==> src/rtl/mem_stage_nb_pkg.sv <==
// mem_stage_nb_pkg
//   Shared types and constants for the non-blocking MEM stage.
//   - LS_* : bit positions inside the one-hot load/store type vector
//            {lb,lbu,lh,lhu,lw,lwl,lwr}, with lb as the MSB.
//   - ent_state_e : per-entry completion state (waiting for data_ok, or done).
//   - ms_entry_t  : one queue entry, which holds everything WB needs plus the
//                   fields the load aligner uses.
package mem_stage_nb_pkg;

    localparam int LS_TYPE_W = 7;
    localparam int LS_LB     = 6;
    localparam int LS_LBU    = 5;
    localparam int LS_LH     = 4;
    localparam int LS_LHU    = 3;
    localparam int LS_LW     = 2;
    localparam int LS_LWL    = 1;
    localparam int LS_LWR    = 0;

    typedef enum logic {
        ENT_DONE = 1'b0,
        ENT_WAIT = 1'b1
    } ent_state_e;

    typedef struct packed {
        logic                 valid;
        ent_state_e           state;
        logic                 kill;
        logic                 is_load;
        logic [LS_TYPE_W-1:0] ls_type;
        logic [1:0]           offset;
        logic [31:0]          rt_value;
        logic [31:0]          result;
        logic                 gr_we;
        logic [4:0]           dest;
        logic [31:0]          pc;
    } ms_entry_t;

endpackage

==> src/rtl/mem_stage_nb_load_align.sv <==
// load_align
//   Purely combinational load data alignment. It works on little-endian
//   addressing and follows the MIPS32 LWL/LWR merge rules.
//   Ports:
//     ls_type_i  [6:0]  one-hot {lb,lbu,lh,lhu,lw,lwl,lwr}
//     offset_i   [1:0]  address bits [1:0]
//     rdata_i    [31:0] raw word returned by the data SRAM
//     rt_value_i [31:0] old rt contents, merged in by LWL/LWR
//     result_o   [31:0] aligned and extended load result
module load_align
    import mem_stage_nb_pkg::*;
(
    input  logic [LS_TYPE_W-1:0] ls_type_i,
    input  logic [1:0]           offset_i,
    input  logic [31:0]          rdata_i,
    input  logic [31:0]          rt_value_i,
    output logic [31:0]          result_o
);

    logic [7:0]  byte_sel;
    logic [15:0] half_sel;
    logic [31:0] lwl_val;
    logic [31:0] lwr_val;

    always_comb begin
        byte_sel = rdata_i[{offset_i, 3'b000} +: 8];
        half_sel = offset_i[1] ? rdata_i[31:16] : rdata_i[15:0];

        // LWL fills the register from its MSB downward with the low bytes of the word.
        unique case (offset_i)
            2'd0:    lwl_val = {rdata_i[7:0],  rt_value_i[23:0]};
            2'd1:    lwl_val = {rdata_i[15:0], rt_value_i[15:0]};
            2'd2:    lwl_val = {rdata_i[23:0], rt_value_i[7:0]};
            default: lwl_val = rdata_i;
        endcase

        // LWR fills the register from its LSB upward with the high bytes of the word.
        unique case (offset_i)
            2'd0:    lwr_val = rdata_i;
            2'd1:    lwr_val = {rt_value_i[31:24], rdata_i[31:8]};
            2'd2:    lwr_val = {rt_value_i[31:16], rdata_i[31:16]};
            default: lwr_val = {rt_value_i[31:8],  rdata_i[31:24]};
        endcase

        result_o = rdata_i;
        if (ls_type_i[LS_LB])       result_o = {{24{byte_sel[7]}}, byte_sel};
        else if (ls_type_i[LS_LBU]) result_o = {24'd0, byte_sel};
        else if (ls_type_i[LS_LH])  result_o = {{16{half_sel[15]}}, half_sel};
        else if (ls_type_i[LS_LHU]) result_o = {16'd0, half_sel};
        else if (ls_type_i[LS_LW])  result_o = rdata_i;
        else if (ls_type_i[LS_LWL]) result_o = lwl_val;
        else if (ls_type_i[LS_LWR]) result_o = lwr_val;
    end

endmodule

==> src/rtl/mem_stage_nb.sv <==
// mem_stage_nb
//   Non-blocking MEM stage. An in-order queue of up to DEPTH ops sits between
//   EXE and WB, so several data-SRAM requests can be outstanding at once. Ops
//   retire to WB in program order. A load retires once its data_ok has come
//   back and the data has been aligned.
//   A flush kills every queued op, but requests that were already issued still
//   consume their data_ok.
//   Optional feature (macro MS_LQ_BYPASS_EN): a load waiting at the head can
//   send its data to WB in the same cycle that its data_ok arrives.
//   Ports:
//     es_*               op from EXE, accepted on es_to_ms_valid & ms_allowin
//     data_sram_*        in-order responses for the outstanding requests
//     ms_flush           kills queued ops and drops a same-cycle enqueue
//     ws_allowin         WB back-pressure
//     ms_to_ws_valid/ms_gr_we/ms_dest/ms_final_result/ms_pc  head op to WB
//     ms_outstanding     requests issued that have no data_ok yet
//     ms_resp_err        sticky flag, set when data_ok arrives with nothing outstanding
//   Handshakes: a transfer happens in a cycle where valid and allowin are both
//   high. Valid never depends combinationally on the matching allowin.
module mem_stage_nb
    import mem_stage_nb_pkg::*;
#(
    parameter int DEPTH = 4,
    parameter int PTR_W = 2
) (
    input  logic                 clk,
    input  logic                 reset,
    input  logic                 es_to_ms_valid,
    output logic                 ms_allowin,
    input  logic                 es_mem_req,
    input  logic                 es_res_from_mem,
    input  logic [LS_TYPE_W-1:0] es_ls_type,
    input  logic [1:0]           es_ls_offset,
    input  logic [31:0]          es_rt_value,
    input  logic [31:0]          es_alu_result,
    input  logic                 es_gr_we,
    input  logic [4:0]           es_dest,
    input  logic [31:0]          es_pc,
    input  logic                 data_sram_data_ok,
    input  logic [31:0]          data_sram_rdata,
    input  logic                 ms_flush,
    input  logic                 ws_allowin,
    output logic                 ms_to_ws_valid,
    output logic                 ms_gr_we,
    output logic [4:0]           ms_dest,
    output logic [31:0]          ms_final_result,
    output logic [31:0]          ms_pc,
    output logic [PTR_W:0]       ms_outstanding,
    output logic                 ms_resp_err
);

    ms_entry_t        ent_q [DEPTH];
    ms_entry_t        ent_d [DEPTH];
    logic [PTR_W-1:0] rd_ptr_q, rd_ptr_d;
    logic [PTR_W-1:0] wr_ptr_q, wr_ptr_d;
    logic [PTR_W:0]   count_q, count_d;
    logic [PTR_W:0]   outst_q, outst_d;
    logic             resp_err_q, resp_err_d;

    logic [PTR_W-1:0] resp_idx;
    logic             resp_found;
    logic [PTR_W:0]   n_free;
    logic             free_stop;
    logic [PTR_W:0]   pop_n;
    logic [31:0]      align_result;
    logic             data_ok_hit;
    logic             bypass;
    logic             head_live_done;
    logic             retire;
    logic             enq;

    // The response pointer is the oldest entry that is still waiting. Responses
    // come back in request order, so the next data_ok always belongs to this entry.
    always_comb begin
        resp_found = 1'b0;
        resp_idx   = rd_ptr_q;
        for (int i = 0; i < DEPTH; i++) begin
            if (!resp_found && ent_q[rd_ptr_q + PTR_W'(i)].valid &&
                ent_q[rd_ptr_q + PTR_W'(i)].state == ENT_WAIT) begin
                resp_found = 1'b1;
                resp_idx   = rd_ptr_q + PTR_W'(i);
            end
        end
    end

    // Killed entries always form a contiguous run that starts at the head,
    // because a flush kills everything that is queued. Free the leading
    // killed-and-done run all at once. A killed entry that is still waiting
    // stops the run.
    always_comb begin
        n_free    = '0;
        free_stop = 1'b0;
        for (int i = 0; i < DEPTH; i++) begin
            if (!free_stop && ent_q[rd_ptr_q + PTR_W'(i)].valid &&
                ent_q[rd_ptr_q + PTR_W'(i)].kill &&
                ent_q[rd_ptr_q + PTR_W'(i)].state == ENT_DONE) begin
                n_free = n_free + (PTR_W+1)'(1);
            end else begin
                free_stop = 1'b1;
            end
        end
    end

    load_align u_load_align (
        .ls_type_i  (ent_q[resp_idx].ls_type),
        .offset_i   (ent_q[resp_idx].offset),
        .rdata_i    (data_sram_rdata),
        .rt_value_i (ent_q[resp_idx].rt_value),
        .result_o   (align_result)
    );

    // While outstanding is nonzero there is a waiting entry, so resp_idx is
    // valid whenever data_ok_hit is high.
    assign data_ok_hit = data_sram_data_ok && (outst_q != '0);

`ifdef MS_LQ_BYPASS_EN
    assign bypass = ent_q[rd_ptr_q].valid && ent_q[rd_ptr_q].state == ENT_WAIT &&
                    !ent_q[rd_ptr_q].kill && data_ok_hit && (resp_idx == rd_ptr_q) &&
                    !ms_flush;
`else
    assign bypass = 1'b0;
`endif

    assign head_live_done  = ent_q[rd_ptr_q].valid && ent_q[rd_ptr_q].state == ENT_DONE &&
                             !ent_q[rd_ptr_q].kill;
    assign ms_to_ws_valid  = head_live_done || bypass;
    assign ms_gr_we        = ent_q[rd_ptr_q].gr_we;
    assign ms_dest         = ent_q[rd_ptr_q].dest;
    assign ms_pc           = ent_q[rd_ptr_q].pc;
    assign ms_final_result = (bypass && ent_q[rd_ptr_q].is_load) ? align_result
                                                                  : ent_q[rd_ptr_q].result;
    assign ms_outstanding  = outst_q;
    assign ms_resp_err     = resp_err_q;
    assign ms_allowin      = (count_q < (PTR_W+1)'(DEPTH));

    assign retire = ms_to_ws_valid && ws_allowin;
    // The live head and a killed head are mutually exclusive, so a pop is
    // either one retire or the whole killed run.
    assign pop_n  = retire ? (PTR_W+1)'(1) : n_free;
    assign enq    = es_to_ms_valid && ms_allowin && !ms_flush;

    always_comb begin
        ent_d      = ent_q;
        resp_err_d = resp_err_q;

        // Complete the oldest waiting entry first, so that a flush in the same
        // cycle sees it as done and killed.
        if (data_ok_hit) begin
            ent_d[resp_idx].state = ENT_DONE;
            if (ent_q[resp_idx].is_load) begin
                ent_d[resp_idx].result = align_result;
            end
        end else if (data_sram_data_ok) begin
            resp_err_d = 1'b1;
        end

        for (int i = 0; i < DEPTH; i++) begin
            if ((PTR_W+1)'(i) < pop_n) begin
                ent_d[rd_ptr_q + PTR_W'(i)].valid = 1'b0;
            end
        end

        if (ms_flush) begin
            for (int i = 0; i < DEPTH; i++) begin
                if (ent_d[i].valid) begin
                    ent_d[i].kill = 1'b1;
                end
            end
        end

        if (enq) begin
            ent_d[wr_ptr_q].valid    = 1'b1;
            ent_d[wr_ptr_q].state    = es_mem_req ? ENT_WAIT : ENT_DONE;
            ent_d[wr_ptr_q].kill     = 1'b0;
            ent_d[wr_ptr_q].is_load  = es_res_from_mem;
            ent_d[wr_ptr_q].ls_type  = es_ls_type;
            ent_d[wr_ptr_q].offset   = es_ls_offset;
            ent_d[wr_ptr_q].rt_value = es_rt_value;
            ent_d[wr_ptr_q].result   = es_alu_result;
            ent_d[wr_ptr_q].gr_we    = es_gr_we;
            ent_d[wr_ptr_q].dest     = es_dest;
            ent_d[wr_ptr_q].pc       = es_pc;
        end

        rd_ptr_d = rd_ptr_q + pop_n[PTR_W-1:0];
        wr_ptr_d = wr_ptr_q + PTR_W'(enq);
        count_d  = count_q + (PTR_W+1)'(enq) - pop_n;
        outst_d  = outst_q + (PTR_W+1)'(enq && es_mem_req) - (PTR_W+1)'(data_ok_hit);
    end

    always_ff @(posedge clk) begin
        if (reset) begin
            for (int i = 0; i < DEPTH; i++) begin
                ent_q[i] <= '0;
            end
            rd_ptr_q   <= '0;
            wr_ptr_q   <= '0;
            count_q    <= '0;
            outst_q    <= '0;
            resp_err_q <= 1'b0;
        end else begin
            ent_q      <= ent_d;
            rd_ptr_q   <= rd_ptr_d;
            wr_ptr_q   <= wr_ptr_d;
            count_q    <= count_d;
            outst_q    <= outst_d;
            resp_err_q <= resp_err_d;
        end
    end

endmodule

==> config.mk <==
export PLATFORM = sky130hd
export DESIGN_NAME = mem_stage_nb
export DESIGN_NICKNAME = d
export VERILOG_FILES = /design/src/rtl/mem_stage_nb_pkg.sv /design/src/rtl/mem_stage_nb_load_align.sv /design/src/rtl/mem_stage_nb.sv
export SDC_FILE = /design/constraint.sdc
export NUM_CORES = 1
export LEC_CHECK = 0
export BUFFER_PORTS_ARGS = -buffer_cell sky130_fd_sc_hd__clkbuf_2
export CAP_MARGIN = 0
export CELL_PAD_IN_SITES_DETAIL_PLACEMENT = 1
export CELL_PAD_IN_SITES_GLOBAL_PLACEMENT = 1
export CORE_UTILIZATION = 45
export CTS_CLUSTER_SIZE = 10
export DETAILED_ROUTE_END_ITERATION = 6
export GPL_ROUTABILITY_DRIVEN = 0
export PLACE_DENSITY = 0.86
export SYNTH_ARGS = -nofsm -noshare
export SYNTH_HDL_FRONTEND = slang
export SYNTH_SLANG_ARGS = --single-unit
==> constraint.sdc <==
create_clock -name clk -period 5.8 [get_ports clk]
set_clock_uncertainty 0.1 [all_clocks]
set_input_delay 1.16 -clock clk [delete_from_list [all_inputs] [get_ports clk]]
set_output_delay 1.16 -clock clk [all_outputs]
set_load 0.05 [all_outputs]
=== Word-level counts from Yosys, hierarchy flattened ===
Cells that the tools add are included.

* Register bits: 471
* Word-level logic and storage cells: 239

* $add $sub $neg: 12
* Order comparisons: 17
* Equality and inequality tests: 2
* Shift-type cells: 1
* Mux-type cells: 106
* Bitwise logic cells: 11
* Reductions and logical operators: 41

{| class="wikitable"
|+ Operators with widths
! cell !! count
|-
| 460-bit bitwise mux || 17
|-
| 115-bit demux with 2-bit select || 17
|-
| 460-bit 2-to-1 mux || 7
|-
| 115-bit 2-to-1 mux || 13
|-
| 115-bit binary-select mux with 2-bit select || 5
|-
| 112-bit 2-to-1 mux || 3
|-
| 32-bit 2-to-1 mux || 8
|-
| 114-bit 2-to-1 mux || 2
|-
| 32-bit case mux with 3 select lines || 2
|-
| 70-bit 2-to-1 mux || 2
|-
| 113-bit 2-to-1 mux || 1
|-
| 111-bit 2-to-1 mux || 1
|-
| 104-bit 2-to-1 mux || 1
|-
| 102-bit 2-to-1 mux || 1
|-
| 38-bit 2-to-1 mux || 1
|-
| 37-bit 2-to-1 mux || 1
|-
| 32-bit by 6-bit variable part select with 8-bit output || 1
|-
| 1-bit logical AND || 31
|-
| 3-bit >= comparator, second input constant || 6
|-
| 3-bit by 1-bit < comparator with 1-bit output, second input constant || 6
|-
| 2-bit inverter with 3-bit output || 6
|-
| 1-bit 2-to-1 mux || 16
|-
| 16-bit 2-to-1 mux || 1
|-
| 3-bit 2-to-1 mux || 4
|-
| 19 further kinds || 37
|}

=== Depth between registers and ports, before layout ===
* Depth in word-level cells: 56
* Depth in mapped cells: 22

=== Modules after synthesis ===
A second synthesis with hierarchy kept.

* Cell total of the unflattened synthesis: 2931
* Area, all modules: 23427.5 um^2

{| class="wikitable"
|+ By module, submodules not included
! module !! times used !! cells an instance !! area each (um^2) !! seq. area each (um^2)
|-
| mem_stage_nb || 1 || 2634 || 21391.8 || 9429.0
|-
| load_align || 1 || 297 || 2035.7 || 0.0
|}

=== Worst setup path after synthesis ===
Ideal clock, no wire load.

* Path type: flip-flop to flip-flop
* Start point: register rd_ptr_q[0]
* End point: register count_q[2]
* Setup time: 128 ps
* Arrival: 4639 ps
* Setup slack: 933 ps
* Cell stages (with the launch flop): 22
* Buffers on the path: 4
* Clock period less this slack: 4867 ps
* Cells stage by stage: dfxtp_1 -> buf_6 -> buf_6 -> buf_1 -> buf_1 -> mux4_2 -> nand2_1 -> nor3b_1 -> ha_1 -> nand4b_1 -> xnor2_1 -> ha_1 -> nor4_1 -> nor2_1 -> inv_1 -> ha_1 -> inv_1 -> fa_1 -> xnor2_1 -> xnor2_1 -> xnor2_1 -> nor2_1

* Word-level cells in the longest chain between the ends: 22
* Elaborated cells on any way between the ends: 52
* Those cells by class: add/sub: 7; mux: 20; bitwise: 8; reduce/logical: 17

{| class="wikitable"
|+ RTL lines
! item !! line !! RTL
|-
| start: declaration || mem_stage_nb.sv:54 || <nowiki>logic [PTR_W-1:0] rd_ptr_q, rd_ptr_d;</nowiki>
|-
| start signal: assignment || mem_stage_nb.sv:203 || <nowiki>rd_ptr_q <= rd_ptr_d;</nowiki>
|-
| parallel branches: the longest is 20 deep, another holds 3-bit by 1-bit adder with 3-bit output || n/a ||
|-
| 3-bit 2-to-1 mux (*) || mem_stage_nb.sv:139 || <nowiki>assign pop_n = retire ? (PTR_W+1)'(1) : n_free;</nowiki>
|-
| 3-bit subtractor (*) || mem_stage_nb.sv:187 || <nowiki>count_d = count_q + (PTR_W+1)'(enq) - pop_n;</nowiki>
|-
| end signal: assignment || mem_stage_nb.sv:205 || <nowiki>count_q <= count_d;</nowiki>
|-
| end: declaration || mem_stage_nb.sv:56 || <nowiki>logic [PTR_W:0] count_q, count_d;</nowiki>
|}

Every way passes the cells marked *. The select of a mux whose other input is x is not followed.
A chain may end at the register's enable or synchronous reset.

=== Worst setup path in the final report ===
* Start point: register rd_ptr_q[0]
* End point: register ent_q[294] (netlist name)

* Word-level cells in the longest chain between the ends: 54
* Elaborated cells on any way between the ends: 123
* Those cells by class: add/sub: 6; order compare: 6; eq/ne: 2; shift: 1; mux: 70; bitwise: 9; reduce/logical: 29

{| class="wikitable"
|+ RTL lines
! item !! line !! RTL
|-
| parallel branches: the longest is 41 deep, another holds 2-bit by 1-bit adder with 2-bit output || n/a ||
|-
| 460-bit 2-to-1 mux (*) || mem_stage_nb.sv:158 || <nowiki>if ((PTR_W+1)'(i) < pop_n) begin</nowiki>
|-
| 460-bit bitwise mux || mem_stage_nb.sv:172 || <nowiki>ent_d[wr_ptr_q].valid = 1'b1;</nowiki>
|-
| 460-bit bitwise mux || mem_stage_nb.sv:173 || <nowiki>ent_d[wr_ptr_q].state = es_mem_req ? ENT_WAIT : ENT_DONE;</nowiki>
|-
| 460-bit bitwise mux || mem_stage_nb.sv:174 || <nowiki>ent_d[wr_ptr_q].kill = 1'b0;</nowiki>
|-
| 460-bit bitwise mux || mem_stage_nb.sv:175 || <nowiki>ent_d[wr_ptr_q].is_load = es_res_from_mem;</nowiki>
|-
| 460-bit bitwise mux || mem_stage_nb.sv:176 || <nowiki>ent_d[wr_ptr_q].ls_type = es_ls_type;</nowiki>
|-
| 460-bit bitwise mux || mem_stage_nb.sv:177 || <nowiki>ent_d[wr_ptr_q].offset = es_ls_offset;</nowiki>
|-
| 460-bit bitwise mux || mem_stage_nb.sv:178 || <nowiki>ent_d[wr_ptr_q].rt_value = es_rt_value;</nowiki>
|-
| 460-bit bitwise mux || mem_stage_nb.sv:179 || <nowiki>ent_d[wr_ptr_q].result = es_alu_result;</nowiki>
|-
| 460-bit bitwise mux || mem_stage_nb.sv:180 || <nowiki>ent_d[wr_ptr_q].gr_we = es_gr_we;</nowiki>
|-
| 460-bit bitwise mux || mem_stage_nb.sv:181 || <nowiki>ent_d[wr_ptr_q].dest = es_dest;</nowiki>
|-
| 460-bit bitwise mux || mem_stage_nb.sv:182 || <nowiki>ent_d[wr_ptr_q].pc = es_pc;</nowiki>
|-
| 460-bit 2-to-1 mux (*) || mem_stage_nb.sv:171 || <nowiki>if (enq) begin</nowiki>
|-
| end signal: assignment || mem_stage_nb.sv:202 || <nowiki>ent_q <= ent_d;</nowiki>
|-
| end: declaration || mem_stage_nb.sv:52 || <nowiki>ms_entry_t ent_q [DEPTH];</nowiki>
|}

Marked as above.

==> impl_metrics.yaml <==
cts:
  cts_buffers: 53
  hold_buffers: 0
  cts_buffer_depth: 3
  tritoncts: "yes"
  ctsHtreeMaxLevel: 2
  worstSkewPairLatency_ps: 630
  clkTransAtPathRegs_ps: 60
  cts-root-buf: "clkbuf_16"
  clock-sinks: 471
pwr:
  power_density_nw_per_um2: 318.3
  cellLeakagePower_nw: 9.644
  ir_drop_v: 0.0001983
die:
  coreArea_um2: 52660
  dieArea_um2: 54430
  die_x_um: 233.3
  start_util: 0.4572
  num_rows: 84
  die_h_um: 233.3
  pin_count: 227
sta:
  finalCritPeriodShare: 0.9624
  post-route-min-period_ps: 5582
  final_max_slew_viol_count: 0
  setup_tns_ps: 0
  whs_ps: 354.4
  slew_headroom: 0.2921
  finalHoldViolCount: 0
  fmax_mhz: 179.2
  worst_slack_ps: 218.3
  setup_violations: 0
  worst_slew_pin_slew_ps: 1062
logic_synthesis:
  postSynthAreaPerCell_um2: 8.253
  yosys_warnings: 0
  synthTopCellsByArea: "dfxtp_1 (39%), nand2_1 (12%), a21oi_1 (8.1%), mux4_2 (7.7%), mux2i_1 (3.2%)"
  synth_cell_types: 94
  ys_seq_area_frac: 0.3917
  synth-edff-count: 0
  netlist_instances: 2917
  synth_top_cell_area_share: 0.3917
  synth.net_count: 3084
  netlist_area_um2: 24070
  async_flop_share: 0
  yosys.area.top_type: "dfxtp_1"
  ys.flop_type: "dfxtp_1"
  synth-seq-cells: 471
setup_path:
  crit_required_ps: 6150
  rr_worst_depth: 13
  startpoint_type: "register"
  critPathKind: "register to register"
  rrSetupSlack_ps: 220
  crit_arrival_ps: 5940
  cp_max_fo: 17
  end_kind: "register"
placement:
  portBuffers: 226
  place_ws_ps: 124.9
  hpwl_mm: 58.17
grt:
  grt_overflow: 0
  grt_max_degree: 162
  grt_first_pass_wirelength_mm: 140.4
  first_global_vias: 24980
  grtUsageTotal: 0.3289
  grt_antenna_before_repair: 11
routing:
  vias: 23740
  drt_first_pass_iters: 7
  wl_per_cell_um: 24.56
  drt_iter0_drc: 1923
  vias_per_cell: 6.408
  ant_nets: 0
  drt-total-wl_mm: 90.98
  drc_errors: 0
cells_and_area:
  area_delta_synth_final_pct: 12.42
  drive_above_1_share: 0.1812
  final_cell_mix: "nand2_1 (792), dfxtp_1 (469), a21oi_1 (392)"
  layout_commonest_cell: "nand2_1"
  nNetsFinal: 3171
run_status:
  status: "completed"
flow_run:
  drv_cap: 0
hold_path:
  worstHoldPathCells: 2
  hp-class: "register to register"
synth_stat cells, types with 7 or more instances:
| library cell | number |
|---|---|
| a21oi_1 | 392 |
| a31oi_1 | 9 |
| o32ai_1 | 7 |
| and2_1 | 12 |
| dfxtp_1 | 471 |
| xnor2_1 | 8 |
| nand3_1 | 41 |
| buf_6 | 8 |
| mux2i_1 | 76 |
| buf_2 | 22 |
| a2111oi_2 | 37 |
| ha_1 | 14 |
| a2111oi_1 | 10 |
| inv_1 | 36 |
| o211ai_2 | 16 |
| nand2b_1 | 12 |
| nor2_1 | 161 |
| a221o_1 | 7 |
| o22ai_1 | 7 |
| mux2_2 | 10 |
| clkbuf_1 | 182 |
| mux4_2 | 82 |
| nand2_1 | 794 |
| o22a_1 | 11 |
| a22oi_1 | 7 |
| o41ai_1 | 14 |
| or3_1 | 11 |
| o21ai_0 | 59 |
| nor2b_1 | 7 |
| or2_2 | 7 |
| o211ai_1 | 9 |
| a2111oi_0 | 16 |
| o21a_1 | 22 |
| and3_1 | 17 |
| nor3_1 | 105 |
| o221ai_1 | 41 |
| nand4b_1 | 25 |
| buf_1 | 27 |
path summary, 6_finish.rpt:
| path | start | endpoint |
|---|---|---|
| setup / recovery | rd_ptr_q[0]$_SDFF_PP0_ | ent_q[294]$_SDFF_PP0_ |
| hold / removal | ent_q[245]$_SDFFE_PP0P_ | ent_q[245]$_SDFFE_PP0P_ |
| setup reg to reg | rd_ptr_q[0]$_SDFF_PP0_ | ent_q[294]$_SDFF_PP0_ |
| hold reg to reg | ent_q[245]$_SDFFE_PP0P_ | ent_q[245]$_SDFFE_PP0P_ |
cell families (layout without fill, tap and decap cells):
group	Yosys count	count (layout)	synth area share
AOI/OAI and AO/OA	741	741	0.2132
xor gates and xnor gates	11	11	0.004002
adders and majority gates	17	17	0.009355
buffers and inverters	282	379	0.04859
DFF	471	471	0.3917
muxes	171	171	0.1151
other	0	3	0
and+or+nand+nor	1224	1224	0.2180
metrics by stage:
step | utilization | area (um2) | std cells | power (W)
4_1_cts | 0.5131 | 27020 | 3701 | 0.008589
3_3_place_gp | 0.4858 | 25580 | 3636 | 0.005541
5_1_grt | 0.5140 | 27060 | 3705 | 0.008887
3_5_place_dp | 0.4858 | 25580 | 3636 | 0.005627
2_1_floorplan | - | 24070 | 2917 | 0.004968
6_report | 0.5140 | 27060 | 3705 | 0.008613
critical path, stage by stage, from the launching register on:
cell	delay (ps)
dfxtp_4	410
buf_4	380
mux4_2	590
and2_4	180
o211a_4	320
or4_2	860
o211ai_2	410
nand2_2	330
buf_4	320
mux2i_1	160
mux2i_1	230
o21a_1	160
o221ai_1	320
a2111oi_0	610
metal layers:
metal	wire (um)	GRT usage	vias up
met3	7457	0.06616	319
met4	4205	0.1658	16
met2	44080	0.5546	1171
li1	-	-	10490
met1	35120	0.3963	11740
met5	113	0	-
final cells by class:
class	instances	area [um2]
clock inverter	3	66.31
clock buffer	62	1370
timing repair buffer	278	1619
antenna	3	7.507
fill	6294	25590
inverter	36	135.1
tap	688	860.8
sequential	471	9437
multi-input combinational	2164	13570
what timing repair did:
action,CTS,global route
gates resized for setup,0,8
endpoints found under the setup margin,0,54
setup buffers,0,1
report_power, final:
| group | internal, W | leakage (nW) | switching (W) | total, W |
|---|---|---|---|---|
| combinational | 0.000646 | 5.13 | 0.00149 | 0.00213 |
| sequential | 0.00339 | 3.81 | 0.0000999 | 0.00349 |
| clock | 0.00165 | 0.698 | 0.00134 | 0.00299 |
| total | 0.00569 | 9.64 | 0.00293 | 0.00861 |
flip-flops by register name (all words and copies together) (netlist names):
name,flops
ent_q,460
count_q,3
ms_outstanding,3
rd_ptr_q,2
wr_ptr_q,2
ms_resp_err,1
Note: power is estimated with default switching activity, not from simulation.
